--- src/rtl/distance_decoder_pkg.sv ---
// Shared definitions for the distance decoder: default widths, the address
// width relation and the controller state encoding.
package distance_decoder_pkg;

  localparam int WORD_WIDTH_DEF = 8;
  localparam int DIST_WIDTH_DEF = 7;

  // Linear input-plane addresses need room for a full row index times a row width.
  function automatic int addr_width(input int word_width);
    return 2 * word_width;
  endfunction

  typedef enum logic [2:0] {
    IDLE  = 3'd0,
    DIV_K = 3'd1,
    MAP   = 3'd2,
    DIV_O = 3'd3,
    CHK   = 3'd4,
    DONE  = 3'd5
  } state_t;

endpackage

--- src/rtl/iter_divider.sv ---
// Restoring radix-2 divider, one quotient bit per clock. A start pulse loads
// the operands; 'steps' selects how many low-order dividend bits take part.
module iter_divider #(
  parameter int WIDTH = 16,
  parameter int CW    = $clog2(WIDTH + 1)
) (
  input  logic             clk,
  input  logic             reset_n,
  input  logic             start,
  input  logic [CW-1:0]    steps,
  input  logic [WIDTH-1:0] dividend,
  input  logic [WIDTH-1:0] divisor,
  output logic             busy,
  output logic             done,
  output logic [WIDTH-1:0] quotient,
  output logic [WIDTH-1:0] remainder
);

  logic [WIDTH-1:0] quo_r;
  logic [WIDTH-1:0] div_r;
  logic [WIDTH-1:0] rem_r;
  logic [CW-1:0]    cnt_r;
  logic [CW-1:0]    steps_r;
  logic             busy_r;

  logic [WIDTH:0]   shift_s;
  logic             ge_s;
  logic [WIDTH-1:0] rem_s;
  logic             done_s;

  // One restoring step: bring down the next dividend bit and trial-subtract.
  always_comb begin
    shift_s = {rem_r, quo_r[WIDTH-1]};
    ge_s    = (shift_s >= {1'b0, div_r});
    if (ge_s) begin
      rem_s = WIDTH'(shift_s - {1'b0, div_r});
    end else begin
      rem_s = shift_s[WIDTH-1:0];
    end
  end

  assign done_s = busy_r && (cnt_r == (steps_r - CW'(1)));

  // Operand load on start, then iterate until the requested step count is spent.
  always_ff @(posedge clk or negedge reset_n) begin
    if (!reset_n) begin
      quo_r   <= '0;
      div_r   <= '0;
      rem_r   <= '0;
      cnt_r   <= '0;
      steps_r <= '0;
      busy_r  <= 1'b0;
    end else if (start) begin
      // Left-align the dividend so a short division consumes only its own bits.
      quo_r   <= dividend << (CW'(WIDTH) - steps);
      div_r   <= divisor;
      rem_r   <= '0;
      cnt_r   <= '0;
      steps_r <= steps;
      busy_r  <= 1'b1;
    end else if (busy_r) begin
      quo_r   <= {quo_r[WIDTH-2:0], ge_s};
      rem_r   <= rem_s;
      cnt_r   <= cnt_r + CW'(1);
      busy_r  <= !done_s;
    end else begin
      busy_r  <= 1'b0;
    end
  end

  assign busy      = busy_r;
  assign done      = done_s;
  assign quotient  = quo_r;
  assign remainder = rem_r;

endmodule

--- src/rtl/distance_decoder.sv ---
// Reconstructs the partner kernel index from a base index and a stored
// redundancy distance, using one time-shared iterative divider.
module distance_decoder
  import distance_decoder_pkg::*;
#(
  parameter int WORD_WIDTH = WORD_WIDTH_DEF,
  parameter int DIST_WIDTH = DIST_WIDTH_DEF,
  parameter int ADDR_WIDTH = addr_width(WORD_WIDTH)
) (
  input  logic                  clk,
  input  logic                  reset_n,
  input  logic                  in_valid,
  output logic                  in_ready,
  input  logic [WORD_WIDTH-1:0] idx1,
  input  logic [DIST_WIDTH-1:0] dr,
  input  logic [WORD_WIDTH-1:0] ow,
  input  logic [WORD_WIDTH-1:0] fw,
  input  logic [WORD_WIDTH-1:0] st,
  output logic                  out_valid,
  input  logic                  out_ready,
  output logic [WORD_WIDTH-1:0] out_idx2,
  output logic                  out_hit,
  output logic                  out_err
);

  localparam int SW = $clog2(ADDR_WIDTH + 1);
  localparam int LW = ADDR_WIDTH + WORD_WIDTH + 1;

  state_t                state_r;
  state_t                state_s;
  logic [WORD_WIDTH-1:0] ow_r;
  logic [WORD_WIDTH-1:0] fw_r;
  logic [WORD_WIDTH-1:0] st_r;
  logic [DIST_WIDTH-1:0] dr_r;
  logic                  in_ready_r;
  logic                  out_valid_r;
  logic [WORD_WIDTH-1:0] out_idx2_r;
  logic                  out_hit_r;
  logic                  out_err_r;

  logic                  accept_s;
  logic                  illegal_s;
  logic                  div_start_s;
  logic [SW-1:0]         div_steps_s;
  logic [ADDR_WIDTH-1:0] div_dividend_s;
  logic [ADDR_WIDTH-1:0] div_divisor_s;
  logic                  div_busy_s;
  logic                  div_done_s;
  logic [ADDR_WIDTH-1:0] div_quo_s;
  logic [ADDR_WIDTH-1:0] div_rem_s;
  logic [ADDR_WIDTH-1:0] a1_s;
  logic [ADDR_WIDTH-1:0] d_s;
  logic [ADDR_WIDTH-1:0] a2_s;
  logic [LW-1:0]         lin_s;
  logic                  hit_s;

  assign accept_s  = in_valid && in_ready_r;
  assign illegal_s = (fw == '0) || (ow == '0) || (st == '0) || (ow < fw);

  // In MAP the divider holds r1/c1; in CHK it holds r2/c2.
  assign a1_s  = ADDR_WIDTH'(div_quo_s[WORD_WIDTH-1:0]) * ADDR_WIDTH'(ow_r)
               + ADDR_WIDTH'(div_rem_s[WORD_WIDTH-1:0]);
  assign d_s   = ADDR_WIDTH'(dr_r) * ADDR_WIDTH'(st_r);
  assign a2_s  = a1_s + d_s;
  assign lin_s = LW'(div_quo_s) * LW'(fw_r) + LW'(div_rem_s);
  assign hit_s = (div_rem_s < ADDR_WIDTH'(fw_r)) && (div_quo_s < ADDR_WIDTH'(fw_r))
              && (lin_s < (LW'(1) << WORD_WIDTH));

  iter_divider #(
    .WIDTH (ADDR_WIDTH),
    .CW    (SW)
  ) u_div (
    .clk       (clk),
    .reset_n   (reset_n),
    .start     (div_start_s),
    .steps     (div_steps_s),
    .dividend  (div_dividend_s),
    .divisor   (div_divisor_s),
    .busy      (div_busy_s),
    .done      (div_done_s),
    .quotient  (div_quo_s),
    .remainder (div_rem_s)
  );

  // Next-state logic and divider sequencing.
  always_comb begin
    state_s        = state_r;
    div_start_s    = 1'b0;
    div_steps_s    = '0;
    div_dividend_s = '0;
    div_divisor_s  = '0;
    case (state_r)
      IDLE: begin
        if (accept_s && illegal_s) begin
          state_s = DONE;
        end else if (accept_s) begin
          state_s        = DIV_K;
          div_start_s    = 1'b1;
          div_steps_s    = SW'(WORD_WIDTH);
          div_dividend_s = ADDR_WIDTH'(idx1);
          div_divisor_s  = ADDR_WIDTH'(fw);
        end else begin
          state_s = IDLE;
        end
      end
      DIV_K: begin
        if (div_done_s) begin
          state_s = MAP;
        end else if (!div_busy_s) begin
          state_s = IDLE;
        end else begin
          state_s = DIV_K;
        end
      end
      MAP: begin
        state_s        = DIV_O;
        div_start_s    = 1'b1;
        div_steps_s    = SW'(ADDR_WIDTH);
        div_dividend_s = a2_s;
        div_divisor_s  = ADDR_WIDTH'(ow_r);
      end
      DIV_O: begin
        if (div_done_s) begin
          state_s = CHK;
        end else if (!div_busy_s) begin
          state_s = IDLE;
        end else begin
          state_s = DIV_O;
        end
      end
      CHK: begin
        state_s = DONE;
      end
      DONE: begin
        if (out_ready) begin
          state_s = IDLE;
        end else begin
          state_s = DONE;
        end
      end
      default: begin
        state_s = IDLE;
      end
    endcase
  end

  // State, operand capture and registered result/handshake outputs.
  always_ff @(posedge clk or negedge reset_n) begin
    if (!reset_n) begin
      state_r     <= IDLE;
      ow_r        <= '0;
      fw_r        <= '0;
      st_r        <= '0;
      dr_r        <= '0;
      in_ready_r  <= 1'b1;
      out_valid_r <= 1'b0;
      out_idx2_r  <= '0;
      out_hit_r   <= 1'b0;
      out_err_r   <= 1'b0;
    end else begin
      state_r     <= state_s;
      in_ready_r  <= (state_s == IDLE);
      out_valid_r <= (state_s == DONE);
      if (state_r == IDLE && accept_s) begin
        ow_r <= ow;
        fw_r <= fw;
        st_r <= st;
        dr_r <= dr;
      end else begin
        ow_r <= ow_r;
      end
      if (state_r == IDLE && accept_s && illegal_s) begin
        out_err_r  <= 1'b1;
        out_hit_r  <= 1'b0;
        out_idx2_r <= '0;
      end else if (state_r == CHK) begin
        out_err_r  <= 1'b0;
        out_hit_r  <= hit_s;
        out_idx2_r <= hit_s ? lin_s[WORD_WIDTH-1:0] : '0;
      end else begin
        out_err_r  <= out_err_r;
      end
    end
  end

  assign in_ready  = in_ready_r;
  assign out_valid = out_valid_r;
  assign out_idx2  = out_idx2_r;
  assign out_hit   = out_hit_r;
  assign out_err   = out_err_r;

endmodule

--- config.mk ---
export PLATFORM = sky130hd
export DESIGN_NAME = distance_decoder
export DESIGN_NICKNAME = d
export VERILOG_FILES = /design/src/rtl/distance_decoder_pkg.sv /design/src/rtl/iter_divider.sv /design/src/rtl/distance_decoder.sv
export SDC_FILE = /design/constraint.sdc
export NUM_CORES = 1
export LEC_CHECK = 0
export BUFFER_PORTS_ARGS = -buffer_cell sky130_fd_sc_hd__buf_2
export CAP_MARGIN = 20
export CORE_ASPECT_RATIO = 1.25
export CORE_MARGIN = 2
export CORE_UTILIZATION = 63
export DETAILED_ROUTE_END_ITERATION = 8
export PLACE_DENSITY_LB_ADDON = 0.15
export SLEW_MARGIN = 20
export SYNTH_ARGS = -nofsm -noshare
export SYNTH_HDL_FRONTEND = slang
export SYNTH_HIERARCHICAL = 1
export SYNTH_SLANG_ARGS = --single-unit
--- constraint.sdc ---
create_clock -name clk -period 8.9 [get_ports clk]
set_input_delay 0.89 -clock clk [delete_from_list [all_inputs] [get_ports clk]]
set_output_delay 0.89 -clock clk [all_outputs]
set_load 0.005 [all_outputs]
After elaboration in Yosys (flattened, before gate mapping) --
Index checks and enable logic that the tools add are counted.
Word-level totals: input port bits 43, output and inout bits 12, logic and storage cells 93, memories 0, bits in latches 0, register bits 105, memory bits (read-only) 0, RAM bits 0
Operators by class: mux-type cells 36, $add $sub $neg 7, shifts and indexed selects 1, multipliers 3, reductions and logical operators 18, divide/modulo/power cells 0, equal/unequal tests 7, bitwise gates (word level) 0, $lt $le $gt $ge 5
Operator list (number):
- $mux 16 | 5
- $mux 8 | 7
- $lt 16x8->1 | 2
- $pmux 16 s2 | 1
- $add 24x16->25 | 1
- $lt 25x9->1 const B | 1
- $logic_not 8->1 | 3
- $mul 16x8->24 | 1
- $pmux 3 s6 | 1
- $ge 17x16->1 | 1
- $add 16x15->16 | 1
- $add 16x8->16 | 1
- $mul 8x8->16 | 1
- $pmux 8 s2 | 1
- $shl 16x5->16 | 1
- $sub 16x16->16 | 1
- $mul 7x8->15 | 1
- $mux 1 | 10
- $mux 5 | 2
- $pmux 5 s2 | 1
- $eq 3x3->1 const B | 3
- $mux 3 | 3
- $lt 8x8->1 | 1
- $mux 4 | 2
- other kinds (13) | 25

Depth between registers and ports, before layout --
Gate-level depths: netlist (run 1).
word-level depth 10, depth in mapped cells 27, depth with buffers taken out 27

By module --
Netlist (run 1), hierarchy kept.
By module, submodules not included:
- distance_decoder | sequential area each 1152.4 µm², area each 11627.4 µm², instances 1, cells each 1293
- iter_divider | sequential area each 1476.4 µm², area each 4083.9 µm², instances 1, cells each 446

Worst setup path after synthesis (run 1) --
OpenSTA, ideal clock, no wires.
path kind reg-to-reg, start register u_div.quo_r[2], in the netlist u_div/quotient[2], end register u_div.quo_r[15], in the netlist u_div/quotient[15], library setup time 0.134 ns, slack 2.703 ns, buffers on the path 1, arrival 6.063 ns, required time 8.766 ns, cell stages (with the launch flop) 25, period minus slack after synthesis 6.197 ns, path through dfrtp_1 clkbuf_1 nand2_1 fa_1 inv_1 fa_1 fa_1 fa_1 inv_1 fa_1 inv_1 fa_1 ha_1 nand2_1 nand2_1 a31oi_1 o21ai_0 o211ai_1 o21ai_0 xnor2_1 nor2_1 mux4_2 a21oi_1 o22ai_1 a2bb2oi_1
Between the ends: word-level cells in the longest chain between the ends 6
Ends and longest elaborated chain:
- start, declared | line iter_divider.sv:19 | logic [WIDTH-1:0] quo_r;
- start signal, assigned | line iter_divider.sv:55 | quo_r <= dividend << (CW'(WIDTH) - steps);
- start signal, assigned | line iter_divider.sv:62 | quo_r <= {quo_r[WIDTH-2:0], ge_s};
- $mul 8x8->16 | line distance_decoder.sv:61 | assign a1_s = ADDR_WIDTH'(div_quo_s[WORD_WIDTH-1:0]) * ADDR_WIDTH'(ow_r)
- $add 16x8->16 | line distance_decoder.sv:62 | + ADDR_WIDTH'(div_rem_s[WORD_WIDTH-1:0]);
- $add 16x15->16 | line distance_decoder.sv:64 | assign a2_s = a1_s + d_s;
- $pmux 16 s2 | line distance_decoder.sv:92 | case (state_r)
- named net div_dividend_s[15] | line distance_decoder.sv:45 | logic [ADDR_WIDTH-1:0] div_dividend_s;
- $shl 16x5->16 | line iter_divider.sv:55
- $mux 16 | line iter_divider.sv:53 | end else if (start) begin
The timed path passes the listed nets, and every way through them passes these cells. A chain may end at the register's enable or synchronous reset.

Worst setup path after layout (run 1) --
start register u_div.quo_r[4], in the netlist u_div/quotient[4], end register u_div.quo_r[12], in the netlist u_div/quotient[12]
Same word-level chain as after synthesis.

==> reports/metrics.cfg, run 1 <==
[detailed_routing]
drt_pass1_iterations = 5
first_iter_violations = 770
postRouteAntennaNets = 0
vias_per_cell = 5.84
drc = 0
wl_per_cell_um = 18.6
drt_wl_total_mm = 38.8
vias = 12200

[sta]
fin_ws_ns = 2.06
tightestPinTransition_ns = 0.834
relSlewSlack_pct = 44.4
final_hold_viol_count = 0
rsz0062_at_grt = no
finalCritPeriodShare_pct = 76.8
finalSetupViolCount = 0
drv_slew = 0
finClkSkew_ns = 0.0107
setup_tns_ns = 0
max_freq_mhz = 146
finalCriticalPeriod_ns = 6.84

[cts]
cts_tree = yes
cts_buffers = 9
clock-root-buffer = clkbuf_16
cts_buffer_depth = 2
path_clk_slew_ns = 0.08
post_cts_buffers = 0
cts_resized = 0
insertion_delay_ns = 0.37
clock_sinks = 105
htree_levels = 3
postCtsHoldBufs = 0

[synthesis]
yosysUniqueCellTypes = 80
synth_edf_count = 0
synthMuxAreaShare_pct = 5.22
synthFlopType = dfrtp_1
yosysTopAreaCellShare_pct = 25.2
synth_top_family_by_area = adder cells
yosys_warnings = 6
synth.most_common_cell = inv_1
yosys-top-cells-count = inv_1 (313), fa_1 (198), nand2_1 (177)
syn_area_per_cell_um2 = 9.03
synth_fa_ha_area_share_pct = 37.9
netlist_instances = 1739
synth_seq_area_share_pct = 16.7
synth_compound_area_share_pct = 11.9
synth_area_leaders = fa_1 (25%), dfrtp_1 (17%), ha_1 (13%), inv_1 (7.5%), and2_1 (5.3%)
synth_xor_area_share_pct = 2.56
synth_area_mm2 = 0.0157
ys_seq_elements = 105
async_reset_ff_share_pct = 100
synthSimpleGateAreaFrac_pct = 16.3
post-synth-top-area-cell = fa_1

[setup_path]
crit_buf_inv = 2
critPathMaxStageDelay_ns = 0.80
critPathSlowestCell = dfrtp_1
cp-start-kind = register
path_delay_family = adder cells
rrSetupSlack_ns = 2.06
critPathKind = reg -> reg
crit_top_cell = fa_1
worstReg2RegStart = u_div/quotient[4]
crit_path_end_kind = register
worstPathRequired_ns = 9.20
r2r_cells = 25
crit_fanout = 19
crit_arrival_ns = 7.14
r2r-end = u_div/quotient[12]

[layout]
area_growth_pct = 5.40
diodes = 0
fill_cells = 2057
drive_gt1_share_pct = 7.90
final_net_count = 2154

[status]
status = finished, final reports clean

[die]
floorplan.initialDensity_pct = 64.1
die_w_um = 145
rows = 64
core_area_mm2 = 0.0245
die_area_mm2 = 0.0262
die_h_um = 181
pin_count = 55

[worst_hold_path]
min_path_type = in -> async

[global_routing]
grt_usage_pct = 30.9
grt_overflow = 0
met2_usage_pct = 55.6
use_met1_pct = 37.3
grt_pass1_wl_mm = 64.9
grt_max_degree = 84
antenna_found_initial = 0
grt.busiest_layer = met2
met3_usage_pct = 3.82
first_global_vias = 13000

[job]
maxCapViolCount = 0

[placed_design]
post-place-ws_ns = 2.18
hpwl_mm = 31.2
io_buffers = 54
gp_congestion = 0.975

## placed cells by master (no fill, tap or decap), types with 33 or more instances in the layout
cell	instances
a21oi_1	63
inv_1	313
and2_1	132
nor2_1	68
nand2_1	177
buf_2	53
o21ai_0	52
mux2_2	33
fa_1	198
ha_1	159
dfrtp_1	103
## worst reg2reg max path, delay by kind of cell, from the launching register on
kind                     cells  cell delay, ns
adder cells (fa/ha/maj)      7            3.06
AO/OA/AOI/OAI                9            1.74
AND/OR/NAND/NOR              6            0.95
flip-flops                   1            0.80
XOR/XNOR                     1            0.14
buffers and inverters        2            0.11
## cell type report
class | instances | area [um^2] | share of cell area (%)
well taps | 330 | 413 | 2.49
repair buffers | 60 | 350 | 2.12
clock buffers | 10 | 239 | 1.44
inverters | 314 | 1180 | 7.12
clock inverters | 6 | 58.8 | 0.355
flip-flops and latches | 105 | 2630 | 15.9
multi-input cells | 1264 | 11700 | 70.6
## worst max path at each step
stage,from,endpoint,slack [ns],cells past startpoint
finish,u_div/quotient[4],u_div/quotient[12],2.06,25
global placement,u_div/quotient[2],u_div/quotient[15],2.36,23
global route,u_div/quotient[4],u_div/quotient[12],1.68,25
detailed placement,u_div/quotient[4],u_div/quotient[12],2.18,25
floorplan,u_div/quotient[2],u_div/quotient[15],2.70,24
CTS,u_div/quotient[4],u_div/quotient[12],2.14,25
## state kept, by name (all words and copies together) (netlist names), 3 cells and up
signal / count
ow_r: 8
dr_r: 7
st_r: 8
state_r: 3
u_div/remainder: 16
u_div/div_r: 16
u_div/quotient: 16
u_div/steps_r: 5
u_div/cnt_r: 5
out_idx2: 8
fw_r: 8
## layer usage
layer	vias up	wire length [um]	share of wire [%]
li1	5681	-	-
met1	6075	15100	39
met2	361	20200	52
met3	86	1830	4.7
met4	0	1630	4.2
met5	-	0	0
## kinds of logic after synthesis
logic type	count (synthesis)
DFF	105
other	1
adders and majority gates	357
muxes	69
xor gates and xnor gates	46
and+or+nand+nor	497
AOI/OAI and AO/OA	277
buffers and inverters	387
## stage by stage
step	hold slack [ns]	utilization (%)	instance area [um^2]	cells
finish	0.453	67.6	16600	2089
global route	0.485	67.6	16600	2089
CTS	0.462	67.4	16500	2087
detailed placement	0.459	66.2	16200	2071
global placement	0.458	66.2	16200	2071
floorplan	0.468	-	15800	1756
Power of run 1 is not shown: default switching activity piles up to over one toggle a cycle in this logic, so the estimate is an artifact.
==> run 2, diff against run 1 <==
Settings changed: ABC_AREA set to 1, CORE_UTILIZATION 63 to 59.
Clock period 8.9 ns to 5.5 ns, I/O delays scaled along.
==> run 2 against run 1 <==
- the flow now finishes with violations (setup timing)
- die area rose by 13%
- routed wire length rose by 16%
- count of clock-buffer cells in the layout fell by 1
- flip-flop and latch count did not move
- setup slack got worse by 2.3 ns
- synthesized area rose by 6.2%
- synthesized cell count rose by 36%
- highest routed layer is now met5
==> reports/metrics.cfg, run 2 <==
[sta]
max_freq_mhz = 175  ; +19%
rsz0062_at_grt = yes
relSlewSlack_pct = 38.8  ; -5.6 points
finalCritPeriodShare_pct = 104  ; +27 points
drv_slew = 0  ; unchanged
finClkSkew_ns = 0.0117  ; +0.000982 ns
finalCriticalPeriod_ns = 5.72  ; -1.11 ns
final_hold_viol_count = 0  ; unchanged
finalSetupViolCount = 9  ; +9
fin_ws_ns = -0.224  ; -2.29 ns
tightestPinTransition_ns = 0.918  ; +0.0847 ns
setup_tns_ns = -1.22  ; -1.22 ns

[synthesis]
async_reset_ff_share_pct = 100  ; unchanged
synthFlopType = dfrtp_1
synth_edf_count = 0  ; unchanged
yosysTopAreaCellShare_pct = 23.8  ; -1.5 points
yosysUniqueCellTypes = 54  ; -33%
synth_seq_area_share_pct = 15.8  ; -0.98 points
syn_area_per_cell_um2 = 7.03  ; -22%
netlist_instances = 2373  ; +36%
yosys-top-cells-count = nand2_1 (773), inv_1 (555), fa_1 (198)
synth_area_leaders = fa_1 (24%), nand2_1 (17%), dfrtp_1 (16%), inv_1 (12%), ha_1 (12%)
ys_seq_elements = 105  ; unchanged
post-synth-top-area-cell = fa_1
synth.most_common_cell = nand2_1
synth_area_mm2 = 0.0167  ; +6.2%
yosys_warnings = 6  ; unchanged

[global_routing]
antenna_found_initial = 1  ; +1
grt_max_degree = 68  ; -19%
grt_overflow = 0  ; unchanged
grt_pass1_wl_mm = 74.5  ; +15%
grt_usage_pct = 31.6  ; +0.72 points
first_global_vias = 15200  ; +17%

[setup_path]
crit_path_end_kind = register
crit_fanout = 8  ; -11
crit_arrival_ns = 6.00  ; -1.14 ns
r2r-end = u_div/quotient[13]
cp-start-kind = register
worstPathRequired_ns = 5.77  ; -3.43 ns
r2r_cells = 26  ; +4.0%
worstReg2RegStart = u_div/quotient[3]
rrSetupSlack_ns = -0.22  ; -2.29 ns
critPathKind = reg -> reg
crit_start = u_div/quotient[3]

[cts]
cts_buffer_depth = 2  ; unchanged
clock_sinks = 105  ; unchanged
cts_tree = yes
postCtsHoldBufs = 0  ; unchanged
insertion_delay_ns = 0.37  ; about the same
cts_buffers = 9  ; unchanged
path_clk_slew_ns = 0.09  ; about the same
clock-root-buffer = clkbuf_16
htree_levels = 3  ; unchanged

[die]
rows = 68  ; +6.3%
die_w_um = 154  ; +6.3%
floorplan.initialDensity_pct = 60.2  ; -4.0 points
die_area_mm2 = 0.0297  ; +13%
pin_count = 55  ; unchanged
core_area_mm2 = 0.0277  ; +13%
die_h_um = 192  ; +6.3%

[detailed_routing]
drc = 0  ; unchanged
first_iter_violations = 1137  ; +48%
drt_pass1_iterations = 7  ; +2
wl_per_cell_um = 15.8  ; -15%
vias = 15000  ; +23%
postRouteAntennaNets = 0  ; unchanged
vias_per_cell = 5.27  ; -9.7%
drt_wl_total_mm = 45.0  ; +16%

[layout]
layout_common_cells = nand2_1 (758), inv_1 (550), fa_1 (195)
drive_gt1_share_pct = 14.4  ; +6.5 points
diodes = 0  ; unchanged
final_common_cell = nand2_1
area_growth_pct = 12.8
fill_cells = 2411  ; +17%
final_net_count = 2887  ; +34%

[placed_design]
gp_congestion = 0.959  ; -1.6%
io_buffers = 54  ; unchanged
post-place-ws_ns = -0.369  ; -2.55 ns
hpwl_mm = 36.4  ; +17%

[worst_hold_path]
min_path_type = in -> async

[status]
violations = setup timing
status = finished with violations

[job]
maxCapViolCount = 0  ; unchanged

[run 2: cell count changes after synthesis, sizes merged, moves of 32 or more]
cell   before  now
mux2       33    0
nor2       69  101
inv       313  564
nand2     177  786
and2      132    5
nand3      17  102
[run 2: kinds of logic after synthesis]
group / share of synthesized area (%)
AND/OR/NAND/NOR: 26.1
buffers and inverters: 15.0
adder cells (fa/ha/maj): 35.7
AO/OA/AOI/OAI: 6.19
flip-flops: 15.8
XOR/XNOR: 1.19
other: 0.0225
[run 2: final cells by class]
cell class | instances | area (um^2) | area share (%)
clock buffer | 9 | 225 | 1.20
tap | 350 | 438 | 2.33
multi-input combinational | 1630 | 12100 | 64.2
inverter | 565 | 2120 | 11.3
clock inverter | 7 | 91.3 | 0.485
timing repair buffer | 176 | 1210 | 6.43
sequential | 105 | 2660 | 14.1
[run 2: routing by layer]
metal	vias to the layer above	track usage [%]	routed length, um
li1	7284	-	-
met1	7103	41.3	19100
met2	505	55.0	21900
met3	90	4.11	2670
met4	2	9.76	1310
met5	-	0	13
[run 2: critical path, stage by stage (launching register included)]
cell and delay (ns):
dfrtp_2 0.52, nand2_2 0.09, fa_1 0.50, inv_2 0.04
fa_1 0.55, inv_2 0.05, fa_1 0.49, fa_1 0.44
fa_1 0.54, inv_1 0.05, fa_1 0.55, ha_4 0.23
a21oi_2 0.16, o21ai_2 0.10, nand2_2 0.09, o2111ai_4 0.16
a31o_2 0.28, o21ai_1 0.12, a21oi_1 0.05, inv_1 0.09
o21ai_2 0.07, o211ai_1 0.15, o21ai_1 0.09, nand2_1 0.06
nand3_1 0.06, nand2_1 0.07, inv_1 0.04
[run 2: worst max-delay path by stage]
stage,end,slack (ns),depth (start not counted)
after floorplan,u_div/quotient[11],0.007,27
after global placement,u_div/quotient[15],-0.30,23
after detailed placement,u_div/quotient[15],-0.37,25
after CTS,u_div/quotient[13],-0.14,26
after global routing,u_div/quotient[15],-0.46,25
final,u_div/quotient[13],-0.22,26
[run 2: through the flow]
step / hold WS [ns] / cell area (um^2) / std cells / util (%)
finish: 0.278 / 18800 / 2842 / 67.9
global route: 0.366 / 18800 / 2842 / 67.9
CTS: 0.325 / 18400 / 2826 / 66.5
detailed placement: 0.456 / 17900 / 2798 / 64.5
global placement: 0.453 / 17900 / 2798 / 64.5
floorplan: 0.254 / 16900 / 2388 / -
[run 2: what timing repair did]
action,4_1_cts,5_1_grt
buffers inserted,12,14
gates resized for setup,55,76
setup endpoints to repair,12,22
gates cloned,0,2
pin swaps,40,39
Power of run 2 is left out for the same reason.
